--- src/rtl/alu_op_sequencer_if.sv ---
// Instruction, ALU bus and result port bundle between the sequencer and its environment.
// The sequencer takes the master side because it drives the ALU opcode/operand buses.
interface alu_op_sequencer_if;
  logic        instr_valid;
  logic        instr_ready;
  logic [11:0] instr;
  logic [2:0]  opcode;
  logic [3:0]  op_a;
  logic [3:0]  op_b;
  logic [3:0]  alu_result;
  logic        res_valid;
  logic        res_ready;
  logic [3:0]  res_data;
  logic        res_err;
  logic [3:0]  acc;

  modport master (
    input  instr_valid, instr, alu_result, res_ready,
    output instr_ready, opcode, op_a, op_b, res_valid, res_data, res_err, acc
  );

  modport slave (
    output instr_valid, instr, alu_result, res_ready,
    input  instr_ready, opcode, op_a, op_b, res_valid, res_data, res_err, acc
  );
endinterface

--- src/rtl/alu_op_sequencer.sv ---
// Issues one instruction at a time to the 4-bit ALU, waits a settle window,
// captures the result into an accumulator and offers it on a valid/ready port.
//
// state | meaning
// IDLE  | ready for an instruction, ALU buses hold their last values
// ISSUE | buses driven and stable, settle counter running down
// HOLD  | result offered on res_valid until res_ready
module alu_op_sequencer #(
  parameter int SETTLE_CYCLES = 1
) (
  input logic              clk,
  input logic              rst,
  alu_op_sequencer_if.master bus
);

  localparam int CW = (SETTLE_CYCLES > 1) ? $clog2(SETTLE_CYCLES) : 1;
  localparam logic [CW-1:0] CNT_LOAD = CW'(SETTLE_CYCLES - 1);
  localparam logic [2:0] OP_RESERVED = 3'd6;

  typedef enum logic [1:0] {
    IDLE  = 2'd0,
    ISSUE = 2'd1,
    HOLD  = 2'd2
  } state_t;

  state_t        state;
  logic [CW-1:0] cnt;
  logic          instr_ready;
  logic [2:0]    opcode;
  logic [3:0]    op_a;
  logic [3:0]    op_b;
  logic          res_valid;
  logic [3:0]    res_data;
  logic          res_err;
  logic [3:0]    acc;

  always_ff @(posedge clk) begin
    if (rst) begin
      state       <= IDLE;
      cnt         <= '0;
      instr_ready <= 1'b1;
      opcode      <= '0;
      op_a        <= '0;
      op_b        <= '0;
      res_valid   <= 1'b0;
      res_data    <= '0;
      res_err     <= 1'b0;
      acc         <= '0;
    end else begin
      case (state)
        IDLE: begin
          if (bus.instr_valid) begin
            instr_ready <= 1'b0;
            // A rejected opcode never reaches the ALU: buses and acc stay put.
            if (bus.instr[10:8] == OP_RESERVED) begin
              res_data  <= '0;
              res_err   <= 1'b1;
              res_valid <= 1'b1;
              state     <= HOLD;
            end else begin
              opcode <= bus.instr[10:8];
              op_a   <= bus.instr[11] ? acc : bus.instr[7:4];
              op_b   <= bus.instr[3:0];
              cnt    <= CNT_LOAD;
              state  <= ISSUE;
            end
          end
        end
        ISSUE: begin
          if (cnt == '0) begin
            res_data  <= bus.alu_result;
            acc       <= bus.alu_result;
            res_err   <= 1'b0;
            res_valid <= 1'b1;
            state     <= HOLD;
          end else begin
            cnt <= cnt - 1'b1;
          end
        end
        HOLD: begin
          if (bus.res_ready) begin
            res_valid   <= 1'b0;
            instr_ready <= 1'b1;
            state       <= IDLE;
          end
        end
        default: begin
          state       <= IDLE;
          instr_ready <= 1'b1;
          res_valid   <= 1'b0;
        end
      endcase
    end
  end

  assign bus.instr_ready = instr_ready;
  assign bus.opcode      = opcode;
  assign bus.op_a        = op_a;
  assign bus.op_b        = op_b;
  assign bus.res_valid   = res_valid;
  assign bus.res_data    = res_data;
  assign bus.res_err     = res_err;
  assign bus.acc         = acc;

endmodule

--- src/flat_wrapper.sv ---
// flat-port wrapper written by rule: the top's interface ports become plain ports
module alu_op_sequencer_flat 
#(
  parameter int SETTLE_CYCLES = 1
)
  (clk, rst, bus_instr_valid, bus_instr, bus_alu_result, bus_res_ready, bus_instr_ready, bus_opcode, bus_op_a, bus_op_b, bus_res_valid, bus_res_data, bus_res_err, bus_acc);
  alu_op_sequencer_if bus_i ();
  input logic clk;
  input logic rst;
  input wire logic [$bits(bus_i.instr_valid)-1:0] bus_instr_valid;
  input wire logic [$bits(bus_i.instr)-1:0] bus_instr;
  input wire logic [$bits(bus_i.alu_result)-1:0] bus_alu_result;
  input wire logic [$bits(bus_i.res_ready)-1:0] bus_res_ready;
  output wire logic [$bits(bus_i.instr_ready)-1:0] bus_instr_ready;
  output wire logic [$bits(bus_i.opcode)-1:0] bus_opcode;
  output wire logic [$bits(bus_i.op_a)-1:0] bus_op_a;
  output wire logic [$bits(bus_i.op_b)-1:0] bus_op_b;
  output wire logic [$bits(bus_i.res_valid)-1:0] bus_res_valid;
  output wire logic [$bits(bus_i.res_data)-1:0] bus_res_data;
  output wire logic [$bits(bus_i.res_err)-1:0] bus_res_err;
  output wire logic [$bits(bus_i.acc)-1:0] bus_acc;
  assign bus_i.instr_valid = bus_instr_valid;
  assign bus_i.instr = bus_instr;
  assign bus_i.alu_result = bus_alu_result;
  assign bus_i.res_ready = bus_res_ready;
  assign bus_instr_ready = bus_i.instr_ready;
  assign bus_opcode = bus_i.opcode;
  assign bus_op_a = bus_i.op_a;
  assign bus_op_b = bus_i.op_b;
  assign bus_res_valid = bus_i.res_valid;
  assign bus_res_data = bus_i.res_data;
  assign bus_res_err = bus_i.res_err;
  assign bus_acc = bus_i.acc;
  alu_op_sequencer #(.SETTLE_CYCLES(SETTLE_CYCLES)) u_core (.clk(clk), .rst(rst), .bus(bus_i));
endmodule
--- config.mk ---
export PLATFORM = sky130hd
export DESIGN_NAME = alu_op_sequencer_flat
export DESIGN_NICKNAME = d
export VERILOG_FILES = /design/src/rtl/alu_op_sequencer_if.sv /design/src/rtl/alu_op_sequencer.sv /design/src/flat_wrapper.sv
export SDC_FILE = /design/constraint.sdc
export NUM_CORES = 1
export LEC_CHECK = 0
export ABC_AREA = 1
export BUFFER_PORTS_ARGS = -buffer_cell sky130_fd_sc_hd__buf_2
export CORE_MARGIN = 2
export CORE_UTILIZATION = 44
export DETAILED_ROUTE_END_ITERATION = 6
export GPL_ROUTABILITY_DRIVEN = 0
export HOLD_SLACK_MARGIN = 0.06
export PLACE_DENSITY_LB_ADDON = 0.15
export SYNTH_ARGS = -nofsm -noshare
export SYNTH_HDL_FRONTEND = slang
export SYNTH_SLANG_ARGS = --single-unit
--- constraint.sdc ---
create_clock -name clk -period 1.2 [get_ports clk]
set_input_delay 0.06 -clock clk [delete_from_list [all_inputs] [get_ports clk]]
set_output_delay 0.06 -clock clk [all_outputs]
set_load 0.05 [all_outputs]
==> flow_metrics.env <==
export IMPL_synth_most_common_cell="nand2_1"
export IMPL_ios=42
export IMPL_worst_slack_ns=0.09221
export IMPL_clk_pin_slew_ns=0.12
export IMPL_cp_arrival_ns=1.35
export IMPL_ys_types=13
export IMPL_cts_sinks=24
export IMPL_rr_startpoint="u_core.state[1]"
export IMPL_ir_drop_mv=0.7456
export IMPL_combPwrFrac=0.250
export IMPL_die_h_um=49.47
export IMPL_initial_core_util=0.4636
export IMPL_dieArea_um2=2447
export IMPL_grt_pass1_wl_mm=3.808
export IMPL_cellPowerDensity_nw_per_um2=1472
export IMPL_switching_share=0.3133
export IMPL_synth_area_leaders="dfxtp_1 (53%), nand2_1 (19%), a21oi_1 (10%), inv_1 (5.0%), nand3_1 (4.4%)"
export IMPL_via_count=980
export IMPL_crit_path_start_kind="input port"
export IMPL_synth_warning_count=0
export IMPL_power_frac_clock=0.297
export IMPL_avgSynthCellArea_um2=7.395
export IMPL_grt_max_degree=20
export IMPL_synth_common_cells="nand2_1 (46), dfxtp_1 (24), a21oi_1 (19), inv_1 (12), nand3_1 (8)"
export IMPL_first_pass_iters=4
export IMPL_p_int_mw=1.342
export IMPL_num_antenna_cells=0
export IMPL_p_leak_nw=0.6695
export IMPL_cts_buffer_depth=2
export IMPL_dp_hpwl_mm=1.527
export IMPL_rsz0062_at_grt="yes"
export IMPL_antenna_found_initial=0
export IMPL_ant_nets=0
export IMPL_yosys_area_top_type="dfxtp_1"
export IMPL_async_flop_share=0
export IMPL_fin_nets=200
export IMPL_min_period_ns=1.108
export IMPL_numPortBuffers=41
export IMPL_clk_latency_ns=0.32
export IMPL_ys_seq_area_frac=0.5282
export IMPL_drv_cap=0
export IMPL_finalCritPeriodShare=0.9232
export IMPL_synth_area_um2=909.6
export IMPL_multi_input_area_um2=360.3
export IMPL_grt_overflow=0
export IMPL_first_iter_violations=25
export IMPL_cts_inserted_buffers=3
export IMPL_p_sw_uw=612.2
export IMPL_nFillCells=189
export IMPL_endpoint_kind="flop"
export IMPL_via_per_inst=4.757
export IMPL_drv_slew=0
export IMPL_seqCellArea_um2=480.5
export IMPL_grt_usage=0.1999
export IMPL_outcome="completed"
export IMPL_htreeDepth=1
export IMPL_clock_root_buffer="clkbuf_4"
export IMPL_cp_max_fo=12
export IMPL_slew_headroom=0.8307
export IMPL_synth_top_area_frac=0.5282
export IMPL_coreArea_um2=1962
export IMPL_cp_required_ns=1.45
export IMPL_startpoint="bus_instr[8]"
export IMPL_hp_class="in -> reg"
export IMPL_worst_slew_pin_transition_ns=0.2556
export IMPL_synthFlopType="dfxtp_1"
export IMPL_post_cts_buffers=0
export IMPL_fin_skew_ns=0.008841
export IMPL_critPathKind="in -> reg"
export IMPL_finalHoldViolations=0
export IMPL_synth_seq_cells=24
export IMPL_cts_tree="yes"
export IMPL_finalSetupTns_ns=0
export IMPL_die_w_um=49.47
export IMPL_post_route_drc_count=0
export IMPL_syn_num_nets=143
export IMPL_synth_edf_count=0
export IMPL_holdCritStartpoint="bus_instr[4]"
export IMPL_final_layout_size_suffix_gt1_frac=0.2905
export IMPL_wl_mm=2.302
export IMPL_pwr_share_seq=0.454
export IMPL_wl_per_cell_um=11.17
export IMPL_rows=16
export IMPL_area_growth_pct=45.94
export IMPL_max_freq_mhz=902.7
export IMPL_grt_pass1_vias=931
export IMPL_finalSetupViolations=0
export IMPL_synthCells=123
export IMPL_dp_slack_ns=0.1031
[logic make-up (layout without fill, tap and decap cells)]
logic type / count (synthesis) / after routing / share of synthesized area
flip-flops: 24 / 24 / 0.5282
AO/OA/AOI/OAI: 23 / 23 / 0.1265
AND/OR/NAND/NOR: 59 / 59 / 0.2641
buffers and inverters: 17 / 73 / 0.08114
[metrics by stage]
stage / util / instance area, um2 / hold WS (ns) / std cells / power (mW)
3_3_place_gp: 0.5842 / 1146 / 0.3122 / 190 / 1.344
4_1_cts: 0.6722 / 1319 / 0.1002 / 206 / 1.964
5_1_grt: 0.6767 / 1328 / 0.1279 / 206 / 2.047
2_1_floorplan: - / 909.6 / 0.2026 / 123 / 1.235
6_report: 0.6767 / 1328 / 0.09892 / 206 / 1.954
3_5_place_dp: 0.5842 / 1146 / 0.3141 / 190 / 1.355
[worst paths after layout]
kind	slack [ns]	end	cells after the start
min	0.1	u_core.bus.op_a[0]	5
max reg2reg	0.11	u_core.bus.op_a[2]	5
max	0.09	u_core.bus.op_b[3]	8
min reg2reg	0.45	u_core.bus.res_err	2
[routing by layer]
layer	track usage	part of all wire	vias up
met5	0	0	-
met4	0.09722	0.026	0
met3	0.03333	0.046	8
met2	0.3604	0.50	28
met1	0.2274	0.43	443
li1	-	-	501
[sequential cells by signal, summed over array words and instances, names as in the netlist]
| signal | cells |
|---|---|
| u_core.bus.acc | 4 |
| u_core.bus.instr_ready | 1 |
| u_core.bus.op_a | 4 |
| u_core.bus.op_b | 4 |
| u_core.bus.opcode | 3 |
| u_core.bus.res_data | 4 |
| u_core.bus.res_err | 1 |
| u_core.bus.res_valid | 1 |
| u_core.state | 2 |
[cell type report]
class                   count  share of cell area
flip-flops and latches     24              0.3619
multi-input cells          82              0.2714
repair buffers             56              0.2648
inverters                  13             0.03676
well taps                  27             0.02545
clock inverters             1             0.02262
clock buffers               3             0.01697
[critical path, cell delays in order]
cell	delay, ns
dlygate4sd3_1	0.54
buf_2	0.13
inv_1	0.05
nand3_1	0.10
nand3_2	0.11
buf_6	0.15
nand2_1	0.05
a21oi_1	0.15
[placed cells by master (no fill, tap or decap), drive strengths merged, types with 3 or more instances in the layout]
master and n:
a21oi 19, buf 44, clkbuf 3, dfxtp 24
dlygate4sd3 12, inv 13, nand2 46, nand3 9
nor2 4, o21ai 4
[repair_timing]
action | CTS | global route
hold endpoints to repair | 18 | 0
setup endpoints to repair | 0 | 12
hold buffers | 12 | 0
gates resized for setup | 0 | 2
[power by group through the flow]
stage	Sequential, mW	Clock [mW]	Combinational [mW]
6_report	0.887	0.579	0.488
5_1_grt	0.894	0.627	0.525
4_1_cts	0.888	0.596	0.481
3_5_place_dp	0.905	0	0.450
2_1_floorplan	1.09	0	0.150
3_3_place_gp	0.902	0	0.442
No activity file was read; power rests on OpenSTA's default activity.
